File: config.mk
export PLATFORM = sky130hd
export DESIGN_NAME = fft_bfly_sequencer_flat
export DESIGN_NICKNAME = d
export VERILOG_FILES = /design/src/rtl/fft_bfly_sequencer_if.sv /design/src/rtl/fft_bfly_sequencer.sv /design/src/flat_wrapper.sv
export SDC_FILE = /design/constraint.sdc
export NUM_CORES = 1
export LEC_CHECK = 0
export CAP_MARGIN = 20
export CORE_ASPECT_RATIO = 2
export CORE_MARGIN = 3
export CORE_UTILIZATION = 30
export CTS_BUF_LIST = sky130_fd_sc_hd__clkbuf_16
export DETAILED_ROUTE_END_ITERATION = 10
export SLEW_MARGIN = 20
export SYNTH_ARGS = -nofsm -noshare
export SYNTH_HDL_FRONTEND = slang
export SYNTH_SLANG_ARGS = --single-unit
File: constraint.sdc
create_clock -name clock_c -period 8.1 [get_ports clock_c]
set_input_delay 2.43 -clock clock_c [delete_from_list [all_inputs] [get_ports clock_c]]
set_output_delay 2.43 -clock clock_c [all_outputs]
set_load 0.02 [all_outputs]
File: src/rtl/fft_bfly_sequencer_if.sv
// Control bundle between the FFT top-level, the data RAM and the butterfly datapath.
// The sequencer drives everything except start.
interface fft_bfly_sequencer_if #(
  parameter int LOG2N = 5
);
  logic             start;
  logic             busy;
  logic             done;
  logic [2:0]       stage;
  logic             rd_valid;
  logic [LOG2N-1:0] rd_addr_a;
  logic [LOG2N-1:0] rd_addr_b;
  logic [LOG2N-2:0] tw_idx;
  logic             bf_en;
  logic             bf_clr;
  logic             wr_valid;
  logic [LOG2N-1:0] wr_addr_a;
  logic [LOG2N-1:0] wr_addr_b;

  modport master (
    input  start,
    output busy, done, stage, rd_valid, rd_addr_a, rd_addr_b, tw_idx,
           bf_en, bf_clr, wr_valid, wr_addr_a, wr_addr_b
  );

  modport slave (
    output start,
    input  busy, done, stage, rd_valid, rd_addr_a, rd_addr_b, tw_idx,
           bf_en, bf_clr, wr_valid, wr_addr_a, wr_addr_b
  );
endinterface

File: src/rtl/fft_bfly_sequencer.sv
// Stage/butterfly sequencer for an in-place radix-2 DIT FFT with one butterfly unit.
// Issues read addresses and twiddles, and write-back addresses delayed by RAM plus butterfly latency.
module fft_bfly_sequencer #(
  parameter int LOG2N  = 5,
  parameter int RD_LAT = 1,
  parameter int BF_LAT = 4
) (
  input  logic                 clock_c,
  input  logic                 reset_n,
  fft_bfly_sequencer_if.master bus
);
  localparam int HALF   = 1 << (LOG2N - 1);
  localparam int WR_LAT = RD_LAT + BF_LAT;
  localparam int DW     = ($clog2(WR_LAT) > 0) ? $clog2(WR_LAT) : 1;
  localparam int AW     = LOG2N;
  localparam int TW     = LOG2N - 1;

  typedef enum logic [1:0] {IDLE, RUN, DRAIN, DONE} state_t;

  typedef struct packed {
    logic          valid;
    logic [AW-1:0] a;
    logic [AW-1:0] b;
  } wr_ent_t;

  state_t                    state_q, state_d;
  logic [2:0]                stage_q, stage_d;
  logic [TW-1:0]             bfly_q, bfly_d;
  logic [DW-1:0]             drain_q, drain_d;
  logic                      busy_q, busy_d;
  logic                      done_q, done_d;
  logic                      bf_clr_q, bf_clr_d;
  logic                      rd_valid_q, rd_valid_d;
  logic [AW-1:0]             rd_addr_a_q, rd_addr_a_d;
  logic [AW-1:0]             rd_addr_b_q, rd_addr_b_d;
  logic [TW-1:0]             tw_cur_q, tw_cur_d;
  logic [RD_LAT-1:0][TW-1:0] tw_pipe_q, tw_pipe_d;
  wr_ent_t [WR_LAT-1:0]      wr_pipe_q, wr_pipe_d;
  logic [AW-1:0]             addr_a_nxt, addr_b_nxt;
  logic [TW-1:0]             tw_nxt;

  // Upper leg inserts a zero at bit s of b; lower leg is span above it.
  function automatic void bfly_addr(input  logic [2:0]    s,
                                    input  logic [TW-1:0] b,
                                    output logic [AW-1:0] a_lo,
                                    output logic [AW-1:0] a_hi,
                                    output logic [TW-1:0] tw);
    logic [AW-1:0] span, pos, grp, b_ext;
    b_ext = {1'b0, b};
    span  = AW'(1) << s;
    pos   = b_ext & (span - AW'(1));
    grp   = b_ext >> s;
    a_lo  = (grp << (s + 3'd1)) | pos;
    a_hi  = a_lo + span;
    tw    = TW'(pos << (3'(TW) - s));
  endfunction

  always_comb begin
    state_d = state_q;
    stage_d = stage_q;
    bfly_d  = bfly_q;
    drain_d = drain_q;
    case (state_q)
      IDLE: begin
        if (bus.start) begin
          state_d = RUN;
          stage_d = '0;
          bfly_d  = '0;
        end
      end
      RUN: begin
        if (bfly_q == TW'(HALF - 1)) begin
          state_d = DRAIN;
          drain_d = '0;
        end else begin
          bfly_d = bfly_q + TW'(1);
        end
      end
      DRAIN: begin
        if (drain_q == DW'(WR_LAT - 1)) begin
          if (stage_q == 3'(LOG2N - 1)) begin
            state_d = DONE;
          end else begin
            state_d = RUN;
            stage_d = stage_q + 3'd1;
            bfly_d  = '0;
          end
        end else begin
          drain_d = drain_q + DW'(1);
        end
      end
      DONE: begin
        state_d = IDLE;
        stage_d = '0;
      end
      default: state_d = IDLE;
    endcase

    // Outputs are computed from the next state so they register in step with it.
    busy_d     = (state_d == RUN) || (state_d == DRAIN);
    done_d     = (state_d == DONE);
    bf_clr_d   = (state_q == IDLE) && (state_d == RUN);
    rd_valid_d = (state_d == RUN);
    bfly_addr(stage_d, bfly_d, addr_a_nxt, addr_b_nxt, tw_nxt);
    rd_addr_a_d = rd_valid_d ? addr_a_nxt : '0;
    rd_addr_b_d = rd_valid_d ? addr_b_nxt : '0;
    tw_cur_d    = rd_valid_d ? tw_nxt : '0;

    tw_pipe_d[0] = tw_cur_q;
    for (int i = 1; i < RD_LAT; i++) begin
      tw_pipe_d[i] = tw_pipe_q[i-1];
    end
    wr_pipe_d[0] = {rd_valid_q, rd_addr_a_q, rd_addr_b_q};
    for (int i = 1; i < WR_LAT; i++) begin
      wr_pipe_d[i] = wr_pipe_q[i-1];
    end
  end

  always_ff @(posedge clock_c) begin
    if (!reset_n) begin
      state_q     <= IDLE;
      stage_q     <= '0;
      bfly_q      <= '0;
      drain_q     <= '0;
      busy_q      <= 1'b0;
      done_q      <= 1'b0;
      bf_clr_q    <= 1'b0;
      rd_valid_q  <= 1'b0;
      rd_addr_a_q <= '0;
      rd_addr_b_q <= '0;
      tw_cur_q    <= '0;
      tw_pipe_q   <= '0;
      wr_pipe_q   <= '0;
    end else begin
      state_q     <= state_d;
      stage_q     <= stage_d;
      bfly_q      <= bfly_d;
      drain_q     <= drain_d;
      busy_q      <= busy_d;
      done_q      <= done_d;
      bf_clr_q    <= bf_clr_d;
      rd_valid_q  <= rd_valid_d;
      rd_addr_a_q <= rd_addr_a_d;
      rd_addr_b_q <= rd_addr_b_d;
      tw_cur_q    <= tw_cur_d;
      tw_pipe_q   <= tw_pipe_d;
      wr_pipe_q   <= wr_pipe_d;
    end
  end

  assign bus.busy      = busy_q;
  assign bus.done      = done_q;
  assign bus.stage     = stage_q;
  assign bus.rd_valid  = rd_valid_q;
  assign bus.rd_addr_a = rd_addr_a_q;
  assign bus.rd_addr_b = rd_addr_b_q;
  assign bus.tw_idx    = tw_pipe_q[RD_LAT-1];
  assign bus.bf_en     = busy_q;
  assign bus.bf_clr    = bf_clr_q;
  assign bus.wr_valid  = wr_pipe_q[WR_LAT-1].valid;
  assign bus.wr_addr_a = wr_pipe_q[WR_LAT-1].a;
  assign bus.wr_addr_b = wr_pipe_q[WR_LAT-1].b;
endmodule

File: src/flat_wrapper.sv
// flat-port wrapper written by rule: the top's interface ports become plain ports
module fft_bfly_sequencer_flat 
#(
  parameter int LOG2N  = 5,
  parameter int RD_LAT = 1,
  parameter int BF_LAT = 4
)
  (clock_c, reset_n, bus_start, bus_busy, bus_done, bus_stage, bus_rd_valid, bus_rd_addr_a, bus_rd_addr_b, bus_tw_idx, bus_bf_en, bus_bf_clr, bus_wr_valid, bus_wr_addr_a, bus_wr_addr_b);
  fft_bfly_sequencer_if #(.LOG2N(LOG2N)) bus_i ();
  input  logic clock_c;
  input  logic reset_n;
  input wire logic [$bits(bus_i.start)-1:0] bus_start;
  output wire logic [$bits(bus_i.busy)-1:0] bus_busy;
  output wire logic [$bits(bus_i.done)-1:0] bus_done;
  output wire logic [$bits(bus_i.stage)-1:0] bus_stage;
  output wire logic [$bits(bus_i.rd_valid)-1:0] bus_rd_valid;
  output wire logic [$bits(bus_i.rd_addr_a)-1:0] bus_rd_addr_a;
  output wire logic [$bits(bus_i.rd_addr_b)-1:0] bus_rd_addr_b;
  output wire logic [$bits(bus_i.tw_idx)-1:0] bus_tw_idx;
  output wire logic [$bits(bus_i.bf_en)-1:0] bus_bf_en;
  output wire logic [$bits(bus_i.bf_clr)-1:0] bus_bf_clr;
  output wire logic [$bits(bus_i.wr_valid)-1:0] bus_wr_valid;
  output wire logic [$bits(bus_i.wr_addr_a)-1:0] bus_wr_addr_a;
  output wire logic [$bits(bus_i.wr_addr_b)-1:0] bus_wr_addr_b;
  assign bus_i.start = bus_start;
  assign bus_busy = bus_i.busy;
  assign bus_done = bus_i.done;
  assign bus_stage = bus_i.stage;
  assign bus_rd_valid = bus_i.rd_valid;
  assign bus_rd_addr_a = bus_i.rd_addr_a;
  assign bus_rd_addr_b = bus_i.rd_addr_b;
  assign bus_tw_idx = bus_i.tw_idx;
  assign bus_bf_en = bus_i.bf_en;
  assign bus_bf_clr = bus_i.bf_clr;
  assign bus_wr_valid = bus_i.wr_valid;
  assign bus_wr_addr_a = bus_i.wr_addr_a;
  assign bus_wr_addr_b = bus_i.wr_addr_b;
  fft_bfly_sequencer #(.LOG2N(LOG2N), .RD_LAT(RD_LAT), .BF_LAT(BF_LAT)) u_core (.clock_c(clock_c), .reset_n(reset_n), .bus(bus_i));
endmodule
Word level (Yosys, flattened, before mapping)
Index checks and enable logic that the tools add are counted.
{"block": "word_totals", "reg_bits": 89, "elab_cells": 74}
{"block": "classes", "add_sub_neg": 7, "n_eq_ne": 11, "shift": 4, "muxes": 17, "bitwise_logic": 2, "n_reduce_logical": 6}
{"op": "$mux 4", "n": 4}
{"op": "$mux 3", "n": 5}
{"op": "$pmux 4 s3", "n": 1}
{"op": "$add 3x1->3 const B", "n": 3}
{"op": "$pmux 3 s3", "n": 1}
{"op": "$eq 2x2->1 const B", "n": 4}
{"op": "$mux 2", "n": 4}
{"op": "$pmux 2 s4", "n": 1}
{"op": "$eq 3x3->1 const B", "n": 2}
{"op": "$pmux 3 s2", "n": 1}
{"op": "$add 5x5->5", "n": 1}
{"op": "$and 4x5->5", "n": 1}
{"op": "$or 5x5->5", "n": 1}
{"op": "$shl 1x3->5 const A", "n": 1}
{"op": "$shl 5x3->4", "n": 1}
{"op": "$shl 5x3->5", "n": 1}
{"op": "$shr 4x3->5", "n": 1}
{"op": "$sub 5x1->5 const B", "n": 1}
{"op": "$add 4x1->4 const B", "n": 1}
{"op": "$eq 2x1->1 const B", "n": 2}
{"op": "$eq 4x4->1 const B", "n": 1}
{"op": "$reduce_and 3->1", "n": 1}
{"op": "$sub 3x3->3 const A", "n": 1}
{"op": "$logic_not 2->1", "n": 1}
{"op": "other kinds (6)", "n": 6}

Logic depth before layout (Yosys ltp)
{"block": "depth", "ltp_word": 9, "mapped_depth": 19}

Worst setup path before layout
OpenSTA, ideal clock, no wires.
{"block": "synth_path", "path_kind": "input to register", "startpoint": "input bus_start", "endpoint": "register u_core.rd_addr_b_q[4], in the netlist u_core.bus.rd_addr_b[4]", "setup_time_ns": 0.123, "t_arrival_ns": 5.334, "required_ns": 7.977, "slack_ns": 2.643, "path_stages": 16, "n_path_buf": 0, "cell_sequence": "nor2b_4 -> or2_1 -> a22oi_4 -> inv_1 -> ha_1 -> ha_1 -> inv_1 -> nor3_4 -> a31o_2 -> ha_1 -> fa_1 -> a21o_1 -> a21oi_1 -> xor2_1 -> nand4_1 -> nor3b_2"}
{"block": "synth_via", "elab_chain_len": 7, "elab_cells_between_ends": 16, "classes_between": "add/sub (3); eq/ne (1); shift (3); mux (6); bitwise (2); reduce/logical (1)"}
{"item": "from (decl)", "line": "flat_wrapper.sv:12", "text": "input wire logic [$bits(bus_i.start)-1:0] bus_start;"}
{"item": "$mux 3 (*)", "line": "fft_bfly_sequencer.sv:65", "text": "if (bus.start) begin"}
{"item": "$pmux 3 s3 (*)", "line": "fft_bfly_sequencer.sv:63", "text": "case (state_q)"}
{"item": "net u_core.stage_d[1]", "line": "fft_bfly_sequencer.sv:27", "text": "logic [2:0] stage_q, stage_d;"}
{"item": "$shl 1x3->5", "line": "fft_bfly_sequencer.sv:50", "text": "span = AW'(1) << s;"}
{"item": "$sub 5x1->5", "line": "fft_bfly_sequencer.sv:51", "text": "pos = b_ext & (span - AW'(1));"}
{"item": "$and 4x5->5", "line": "fft_bfly_sequencer.sv:51"}
{"item": "$or 5x5->5 (*)", "line": "fft_bfly_sequencer.sv:53", "text": "a_lo = (grp << (s + 3'd1)) | pos;"}
{"item": "net u_core.addr_a_nxt[0]", "line": "fft_bfly_sequencer.sv:39", "text": "logic [AW-1:0] addr_a_nxt, addr_b_nxt;"}
{"item": "$add 5x5->5 (*)", "line": "fft_bfly_sequencer.sv:54", "text": "a_hi = a_lo + span;"}
{"item": "to (signal assigned)", "line": "fft_bfly_sequencer.sv:144", "text": "rd_addr_b_q <= rd_addr_b_d;"}
{"item": "to (decl)", "line": "fft_bfly_sequencer.sv:35", "text": "logic [AW-1:0] rd_addr_b_q, rd_addr_b_d;"}
The timed path passes the listed nets; every way through them passes the cells marked *.
A chain may end at the register's enable or synchronous reset.

Worst setup path in the final report
Same ends and word-level chain as after synthesis.

==> impl_metrics.yaml <==
timing:
  max_freq_ghz: 0.164
  slew_headroom_pct: 36.8
  maxSlewViolCount: 0
  hold_viol: 0
  period_minus_slack_ps: 6100
  rsz0062_at_grt: "false"
  tns_ps: 0
  finalSetupViolations: 0
  finalClockSkew_ps: 7.26
  fin_crit_sh_pct: 75.3
  worst_pin_slew_ps: 949
power:
  ir_drop_uv: 117
  p_per_area_nw_per_um2: 207
  power_leakage_nw: 1.84
clock_network:
  clk_pin_slew_ps: 70
  htree_num_levels: 3
  clk_path_buf_depth: 2
  cts_hold_buf: 0
  cts.sinks: 89
  cts_buffers: 9
  cts_root_buf: "clkbuf_16"
  cts-resized-gates: 0
  cts_tree: "built"
  post-cts-setup-buffers: 0
  clkLatencyLatePin_ps: 340
setup_path:
  cp-start-kind: "input port"
  worstSetupEndpointType: "flip-flop"
  worst-setup-path-type: "in -> reg"
  cp.required_ps: 8320
  cp.arrival_ps: 6320
  path_max_fanout: 12
synth:
  synth_cells: 365
  synth-main-ff-cell: "dfxtp_1"
  ys_top_cells_by_count: "dfxtp_1 (89), and2_1 (70), ha_1 (23)"
  yosysTopAreaCellShare_pct: 48.2
  async_flop_share_pct: 0
  synth.most_common_cell: "dfxtp_1"
  seq_area_frac_synth_pct: 48.2
  syn_area_per_cell_um2: 10.1
  synth_nets: 392
  synth_largest_area_cell: "dfxtp_1"
  synth_edf_count: 0
  syn-cell-area_um2: 3700
  yosys_register_bits: 89
  synth.distinct_cells: 63
  synthTopCellsByArea: "dfxtp_1 (48%), and2_1 (12%), ha_1 (7.8%)"
  ys_warn_count: 0
die:
  fp.dieW_um: 84.5
  fp.dieArea_um2: 13800
  ios: 36
  initial_core_util_pct: 31.1
  core_area_um2: 11900
  placementRows: 56
  die_h_um: 163
layout:
  nFillCells: 1200
  diodes: 0
  drive_gt1_share_pct: 8.65
  nets: 415
  stdcell_count: 538
  syn2layout_area_growth_pct: 18.7
outcome:
  status: "finished, final reports clean"
drt:
  postRouteAntennaNets: 0
  drt_iter0_drc: 91
  viasPerCell: 4.59
  vias: 2472
  drt-wirelength-per-cell_um: 14.1
  remaining_drc_errors: 0
  drt-pass1-iter-count: 4
  wl_um: 7580
global_routing:
  grt_pass1_wl_um: 12300
  overflow: 0
  grt_usage_pct: 11.6
  grt_start_max_net_pins: 78
  antenna_found_initial: 0
  grt_pass1_vias: 2511
min_path:
  worstHoldPathType: "reg -> reg"
flow_run:
  maxCapViolations: 0
placement:
  port_buffers: 35
  place_congestion: 0.937
  place_hpwl_um: 5740
  placed_cells: 522
-- metal layers --
metal	global-route usage, %	part of all wire (%)	up-vias
met1	10.8	36	1163
li1	-	-	1257
met5	0	0	-
met3	2.32	2.2	14
met4	7.06	3.9	0
met2	22.6	58	38
-- per-stage QoR --
step	hold WS, ps	util, %	setup slack (ps)	cell area [µm²]	total power, W
global placement	414	34.3	1680	4090	0.000511
detailed placement	417	34.3	1630	4090	0.000512
finish	432	36.9	2000	4390	0.000911
global route	446	36.9	1740	4390	0.000951
floorplan	412	-	2640	3700	0.000496
CTS	429	36.9	1990	4390	0.000925
-- final timing paths --
kind                                        endpoint  cells past startpoint                             from  slack, ps
setup / recovery  u_core.bus.rd_addr_b[4]$_SDFF_PN0_                     17                        bus_start       2000
hold / removal       u_core.wr_pipe_d[35]$_SDFF_PN0_                      1  u_core.wr_pipe_d[24]$_SDFF_PN0_        430
setup reg to reg  u_core.bus.rd_addr_b[4]$_SDFF_PN0_                     18     u_core.state_q[1]$_SDFF_PN0_       3670
hold reg to reg      u_core.wr_pipe_d[35]$_SDFF_PN0_                      1  u_core.wr_pipe_d[24]$_SDFF_PN0_        430
-- flip-flops by register name, summed over array words and instances (netlist names), 2 cells and up --
register,count
u_core.bus.rd_addr_b,5
u_core.bus.wr_addr_b,5
u_core.drain_q,3
u_core.state_q,2
u_core.tw_cur_q,4
u_core.bfly_q,4
u_core.bus.stage,3
u_core.bus.wr_addr_a,5
u_core.wr_pipe_d,44
u_core.bus.tw_idx,4
u_core.bus.rd_addr_a,5
-- placed cells by master (no fill, tap or decap), types with 3 or more instances in the layout --
cell             instances
dfxtp_1                 89
and2_1                  70
clkdlybuf4s50_1         34
ha_1                    23
nand2_1                 20
nor2_1                  18
inv_1                   15
a21oi_1                 10
clkbuf_16                9
nor2b_1                  7
nand3_1                  5
a21boi_0                 4
and3_1                   4
o22ai_1                  3
o21ai_0                  3
a31oi_1                  3
nor3_1                   3
o31ai_1                  3
xor2_1                   3
a21o_1                   3
xnor2_1                  3
nand4_1                  3
-- area by class of cell --
type | instances | area, µm² | share of cell area, %
Multi-Input combinational cell | 236 | 1710 | 39.0
Clock buffer | 9 | 225 | 5.13
Sequential cell | 89 | 1780 | 40.6
Tap cell | 145 | 181 | 4.13
Clock inverter | 7 | 81.3 | 1.85
Timing Repair Buffer | 35 | 345 | 7.86
Inverter | 17 | 63.8 | 1.45
-- worst max-delay path, stage by stage --
cell	delay, ps
clkdlybuf4s50_1	530
nor2b_4	70
o21a_1	210
nor3_4	490
inv_2	170
ha_1	240
ha_1	330
inv_1	130
nor3_4	70
a31o_2	230
ha_1	210
fa_1	400
a21o_1	180
a21oi_1	170
xor2_1	200
nand4_1	100
nor3b_2	150
-- kinds of logic after synthesis --
family,count (synthesis),share of synthesized area (%)
adders and majority gates,24,8.32
buffers and inverters,40,5.51
xor gates and xnor gates,6,1.42
DFF,89,48.2
AOI/OAI and AO/OA,53,11.1
muxes,2,0.541
and+or+nand+nor,151,24.9
-- report_power, final --
| part | internal (W) | total, W | switching (W) |
|---|---|---|---|
| combinational | 0.0000210 | 0.0000523 | 0.0000313 |
| clock | 0.000220 | 0.000411 | 0.000191 |
| sequential | 0.000445 | 0.000448 | 0.00000355 |
No activity file was read; power rests on OpenSTA's default activity.
